### config.mk
export PLATFORM = sky130hd
export DESIGN_NAME = mem_access_unit
export DESIGN_NICKNAME = d
export VERILOG_FILES = /design/src/rtl/mem_access_unit.sv
export SDC_FILE = /design/constraint.sdc
export NUM_CORES = 1
export LEC_CHECK = 0
export BUFFER_PORTS_ARGS = -buffer_cell sky130_fd_sc_hd__clkbuf_2
export CAP_MARGIN = 40
export CORE_MARGIN = 2
export CORE_UTILIZATION = 45
export DETAILED_ROUTE_END_ITERATION = 8
export GPL_TIMING_DRIVEN = 1
export HOLD_SLACK_MARGIN = 0.03
export PLACE_DENSITY = 0.72
export SYNTH_ARGS = -nofsm -noshare
export SYNTH_HDL_FRONTEND = slang
export SYNTH_SLANG_ARGS = --single-unit
### constraint.sdc
create_clock -name clk -period 2.93 [get_ports clk]
set_input_delay 0.879 -clock clk [delete_from_list [all_inputs] [get_ports clk]]
set_output_delay 0.879 -clock clk [all_outputs]
set_load 0.02 [all_outputs]
### src/rtl/mem_access_unit.sv
// rtl/mem_access_unit.sv - load/store unit with lane select, extension and sub-word read-modify-write
module mem_access_unit #(
  parameter int unsigned MEM_BYTES = 1000
) (
  input  logic        clk,
  input  logic        reset,
  input  logic        req_valid,
  output logic        req_ready,
  input  logic [3:0]  req_op,
  input  logic [31:0] req_addr,
  input  logic [31:0] req_wdata,
  output logic        resp_valid,
  output logic [31:0] resp_rdata,
  output logic        resp_error,
  output logic [31:0] mem_addr,
  output logic [31:0] mem_wdata,
  output logic        mem_read,
  output logic        mem_write,
  input  logic [31:0] mem_rdata
);

  typedef enum logic [1:0] {IDLE, READ, WRITE, DONE} state_t;

  localparam logic [3:0] OP_LB  = 4'b0000;
  localparam logic [3:0] OP_LH  = 4'b0001;
  localparam logic [3:0] OP_LW  = 4'b0011;
  localparam logic [3:0] OP_LBU = 4'b0100;
  localparam logic [3:0] OP_LHU = 4'b0101;
  localparam logic [3:0] OP_SB  = 4'b1000;
  localparam logic [3:0] OP_SH  = 4'b1001;
  localparam logic [3:0] OP_SW  = 4'b1011;

  state_t      state, state_next;
  logic [3:0]  op_q;
  logic [1:0]  lane_q;
  logic [15:0] wdata_q;

  logic        accept;
  logic        req_legal, req_misaligned, req_out_of_range, req_err;
  logic [32:0] req_last_byte;
  logic [7:0]  lane_byte;
  logic [15:0] lane_half;
  logic [31:0] load_value, merged_word;

  assign accept     = req_valid && req_ready;
  assign req_ready  = (state == IDLE);
  assign resp_valid = (state == DONE);
  // Strobes are gated by reset so an abort can never reach the RAM
  assign mem_read   = (state == READ)  && !reset;
  assign mem_write  = (state == WRITE) && !reset;

  // Classify the incoming request: legal opcode, natural alignment, word fully inside RAM
  always_comb begin
    req_legal = 1'b0;
    case (req_op)
      OP_LB, OP_LH, OP_LW, OP_LBU, OP_LHU, OP_SB, OP_SH, OP_SW: req_legal = 1'b1;
      default: req_legal = 1'b0;
    endcase
    req_misaligned = 1'b0;
    if (req_op[1:0] == 2'b01) begin
      req_misaligned = req_addr[0];
    end else if (req_op[1:0] == 2'b11) begin
      req_misaligned = (req_addr[1:0] != 2'b00);
    end
    // 33 bits so addresses near 2^32 cannot wrap back into range
    req_last_byte    = {1'b0, req_addr[31:2], 2'b00} + 33'd3;
    req_out_of_range = (req_last_byte >= 33'(MEM_BYTES));
    req_err          = !req_legal || req_misaligned || req_out_of_range;
  end

  // Lane extraction and extension of the word returned by the RAM
  always_comb begin
    lane_byte  = mem_rdata[{lane_q, 3'b000} +: 8];
    lane_half  = mem_rdata[{lane_q[1], 4'b0000} +: 16];
    load_value = mem_rdata;
    case (op_q[2:0])
      3'b000:  load_value = {{24{lane_byte[7]}}, lane_byte};
      3'b001:  load_value = {{16{lane_half[15]}}, lane_half};
      3'b100:  load_value = {24'd0, lane_byte};
      3'b101:  load_value = {16'd0, lane_half};
      default: load_value = mem_rdata;
    endcase
  end

  // Merge the store data into the old word, replacing only the target lane(s)
  always_comb begin
    merged_word = mem_rdata;
    if (op_q[1:0] == 2'b00) begin
      merged_word[{lane_q, 3'b000} +: 8] = wdata_q[7:0];
    end else begin
      merged_word[{lane_q[1], 4'b0000} +: 16] = wdata_q;
    end
  end

  // Next-state logic: errors skip memory, SW writes directly, SB/SH read first
  always_comb begin
    state_next = state;
    case (state)
      IDLE: begin
        if (accept) begin
          if (req_err) begin
            state_next = DONE;
          end else if (req_op == OP_SW) begin
            state_next = WRITE;
          end else begin
            state_next = READ;
          end
        end
      end
      READ:    state_next = op_q[3] ? WRITE : DONE;
      WRITE:   state_next = DONE;
      DONE:    state_next = IDLE;
      default: state_next = IDLE;
    endcase
  end

  // State register
  always_ff @(posedge clk) begin
    if (reset) begin
      state <= IDLE;
    end else begin
      state <= state_next;
    end
  end

  // Request latch, RAM address/data registers and held response
  always_ff @(posedge clk) begin
    if (reset) begin
      op_q       <= 4'd0;
      lane_q     <= 2'd0;
      wdata_q    <= 16'd0;
      mem_addr   <= 32'd0;
      mem_wdata  <= 32'd0;
      resp_rdata <= 32'd0;
      resp_error <= 1'b0;
    end else begin
      case (state)
        IDLE: begin
          if (accept) begin
            op_q      <= req_op;
            lane_q    <= req_addr[1:0];
            wdata_q   <= req_wdata[15:0];
            mem_addr  <= {req_addr[31:2], 2'b00};
            mem_wdata <= req_wdata;
            if (req_err) begin
              resp_error <= 1'b1;
              resp_rdata <= 32'd0;
            end
          end
        end
        READ: begin
          if (op_q[3]) begin
            mem_wdata <= merged_word;
          end else begin
            resp_rdata <= load_value;
            resp_error <= 1'b0;
          end
        end
        WRITE: begin
          resp_rdata <= 32'd0;
          resp_error <= 1'b0;
        end
        default: begin
        end
      endcase
    end
  end

endmodule

---- Word-level counts from Yosys, hierarchy flattened ----
Memory sizes are Yosys's and may differ from the RTL's.
Index checks and enable logic that the tools add are counted.
storage, ports and cells
  memories kept ........................... 1
  output and inout bits ................... 101
  bits in read-only memories .............. 16
  flip-flop bits (word level) ............. 119
  bits of input ports ..................... 103
  word-level logic and storage cells ...... 70
operators by class
  shifts and indexed selects .............. 6
  equality and inequality tests ........... 13
  mux-type cells .......................... 22
  add/sub/neg operators ................... 3
  magnitude comparators ................... 1
  reduce and logical (&&, ||, !) cells .... 16
memories
  memory            depth  width  read ports  clocked after memory_dff  write ports  RTL line  RTL
  (name not given)  16     1      1           0                         0            55        case (req_op)
operators with widths
  operator                   number
  $mux W32                   6
  $pmux W32 S4               1
  $pmux W32 S3               1
  $bwmux W32                 2
  $pmux W32 S2               1
  $add A32 B2 Y33 const B    1
  $ge A33 B10 Y1 const B     1
  $shift A16 B7 Y32 const A  1
  $shift A8 B7 Y32 const A   1
  $shiftx A16 B7 Y32         1
  $shiftx A32 B6 Y16         1
  $shiftx A32 B6 Y8          1
  $shiftx A8 B7 Y32          1
  $neg A5 Y7                 2
  $pmux W2 S4                1
  $eq A2 B2 Y1 const B       3
  $eq A3 B3 Y1 const B       2
  $mux W1                    6
  $mux W2                    3
  $eq A2 B1 Y1 const B       2
  $eq A4 B4 Y1 const B       1
  $logic_not A2 Y1           2
  $ne A2 B1 Y1 const B       2
  $ne A2 B2 Y1 const B       2
  11 further kinds           16

---- Longest topological paths before layout ----
  depth after elaboration ................. 8
  depth in mapped cells ................... 10
  gate-level depth less buffers ........... 7

---- Worst setup path before layout ----
OpenSTA, ideal clock, no wires.
  path type ............................... input-to-output
  from .................................... input port reset
  to ...................................... output port mem_write
  required time ........................... 2.051 ns
  stages on the path ...................... 3
  arrival ................................. 1.542 ns
  path buffers ............................ 2
  setup slack ............................. 0.509 ns
  cells stage by stage .................... clkbuf_1 clkbuf_1 nor2b_1
between the ends
  word-level cells in the longest chain between the ends .. 2
RTL lines
  what                 RTL line  RTL
  from (decl)          6         input logic reset,
  $logic_not A1 Y1     50        assign mem_write = (state == WRITE) && !reset;
  $logic_and A1 B1 Y1  50
  to (decl)            18        output logic mem_write,
Every way passes these cells.

---- Worst setup path after layout ----
  from .................................... register state[1]
  to ...................................... output port mem_read
between the ends
  word-level cells in the longest chain between the ends .. 2
RTL lines
  what                    RTL line  RTL
  from (decl)             33        state_t state, state_next;
  from (signal assigned)  122       state <= state_next;
  $eq A2 B1 Y1            49        assign mem_read = (state == READ) && !reset;
  $logic_and A1 B1 Y1     49
  to (decl)               17        output logic mem_read,
Every way passes these cells.

==> results.yml <==
run_status:
  status: "complete, no violations"
clock_tree:
  clock_latency_ps: 430
  cts_root_buffer: "clkbuf_16"
  post_cts_buffers: 0
  cts_resized: 0
  cts_hold_buffers: 0
  cts_made_buffers: 17
  tritoncts: "done"
  clock_sinks: 119
  clockBufferDepth: 2
  htree_levels: 4
  clk_pin_slew_ps: 50
logic_synthesis:
  synth_area_mm2: 0.006141
  synth-seq-cells: 119
  synthFlopType: "dfxtp_1"
  yosys_warnings: 0
  ys_seq_area_frac: 0.3879
  synthArstFlopShare: 0
  yosys.cell_count.top_type: "nand2_1"
  synth_cells: 737
  syn_avg_cell_area_um2: 8.332
  synth.area.top_cells: "dfxtp_1, mux2i_1, nand2_1"
  synth_area_leader_cell: "dfxtp_1"
  synth.top_cell.area_share: 0.3879
  synth.distinct_cells: 44
  ys_top_cells_by_count: "nand2_1, dfxtp_1, a21oi_1"
  synth_edf_count: 0
pwr:
  ir_drop_v: 0.0007225
  p_per_area_mw_per_mm2: 1036
  p_leak_uw: 0.003340
  power.total_uw: 8184
place:
  io_buffers: 201
  hpwl_um: 13990
  routabilityCongestion: 0.8851
  dp_slack_ps: 174.1
global_routing:
  antenna_found_initial: 0
  grt_pass1_vias: 5795
  grt_pass1_wl_um: 30570
  grt_max_degree: 59
  groute.usage.overall: 0.2685
  grt.overflow.total: 0
routing:
  drtIter0Drc: 453
  via_per_inst: 5.701
  wl_per_cell_um: 17.77
  antenna_left: 0
  drt-total-wl_um: 19490
  drc: 0
  first_pass_iters: 6
  vias: 6254
sta:
  worst_pin_slew_ps: 634.1
  fin_crit_ps: 2650
  hold_viol: 0
  fin_worst_skew_ps: 10.91
  fmax_mhz: 377.3
  timing.slew.headroom: 0.5754
  finalSetupViolations: 0
  hold_ws_ps: 453.0
  slew_violations: 0
  setup_ws_ps: 279.6
  timing.final.crit_share: 0.9046
  setup_tns_ps: 0
  grt_setup_unrepaired: "false"
floorplan:
  core-area_mm2: 0.01330
  fp-row-count: 42
  die_h_um: 120.8
  die_w_um: 120.8
  initial_core_util: 0.4619
  dieArea_mm2: 0.01460
  ios: 204
final_layout:
  n_antenna_cell: 0
  drive_gt1_frac: 0.2877
  area_delta_synth_final_pct: 28.67
  final_util: 0.5943
  nets: 1021
worst_setup_path:
  cp_max_fo: 13
  crit_path_end_kind: "primary output"
  worstSetupPathType: "reg2out"
  cp.required_ps: 2050
  crit_arrival_ps: 1770
  cp-start-kind: "flop"
min_path:
  hold_class: "reg2reg"
flow_run:
  maxCapViolations: 0
## routing by layer
layer | track usage | share of wire
met5 | 0 | 0
met4 | 0.1010 | 0.027
met3 | 0.08019 | 0.087
met2 | 0.4269 | 0.46
met1 | 0.3433 | 0.43
## sequential cells by signal, indices dropped and copies added, names as in the netlist
signal and flops:
op_q 4, state 2, wdata_q 16, mem_addr 30
resp_error 1, mem_wdata 32, resp_rdata 32, lane_q 2
## worst max-delay path, cell delays in order (launching register included)
cell      delay (ps)
dfxtp_1          340
inv_1             90
ha_1             430
inv_1            140
nor2_2           170
clkbuf_2         190
## cells in the final DEF (no fill, tap or decap), drive strengths merged, types with 9 or more instances in the layout
cell type	synthesis	layout
o211ai	25	25
a21oi	63	63
inv	16	16
nand2	125	125
a211oi	48	48
buf	12	19
a221oi	25	25
nand2b	36	36
mux2i	58	58
clkbuf	55	223
dfxtp	119	119
nor3	25	25
o21ai	11	11
nor2	43	43
mux2	9	9
ha	9	9
## cells by family (layout without fill, tap and decap cells)
kind of cell | after synthesis | in the layout | synth area share
flip-flops | 119 | 119 | 0.3879
multiplexers | 67 | 67 | 0.1110
other | 1 | 2 | 0.0006107
AO/OA/AOI/OAI | 212 | 212 | 0.2421
AND/OR/NAND/NOR | 246 | 246 | 0.1826
adder cells (fa/ha/maj) | 9 | 9 | 0.01834
buffers and inverters | 83 | 266 | 0.05746
## path summary, 6_finish.rpt
kind / startpoint / endpoint / slack, ps / depth (start not counted)
min reg2reg: mem_addr[4] / mem_addr[4] / 450 / 2
max: state[1] / mem_read / 280 / 5
min: mem_addr[4] / mem_addr[4] / 450 / 2
max reg2reg: state[0] / resp_rdata[5] / 450 / 8
## power breakdown
group | switching, µW | internal, µW | total, µW | leakage, µW
logic | 2250 | 1280 | 3520 | 0.00205
registers | 298 | 2030 | 2330 | 0.000975
clock network | 740 | 1590 | 2330 | 0.000319
## through the flow
stage                     cells  cell area, µm²
final                      1097            7901
after global routing       1097            7901
after CTS                  1097            7901
after detailed placement   1066            7246
after global placement     1064            7218
after floorplan             738            6145
## final cells by class
| class | instances | area, µm² |
|---|---|---|
| Clock inverter | 8 | 167.7 |
| Sequential cell | 119 | 2384 |
| Fill cell | 1244 | 5394 |
| Tap cell | 176 | 220.2 |
| Inverter | 16 | 60.06 |
| Timing Repair Buffer | 219 | 1169 |
| Multi-Input combinational cell | 536 | 3413 |
| Clock buffer | 23 | 488.0 |
Power figures use the tool's default switching activity.
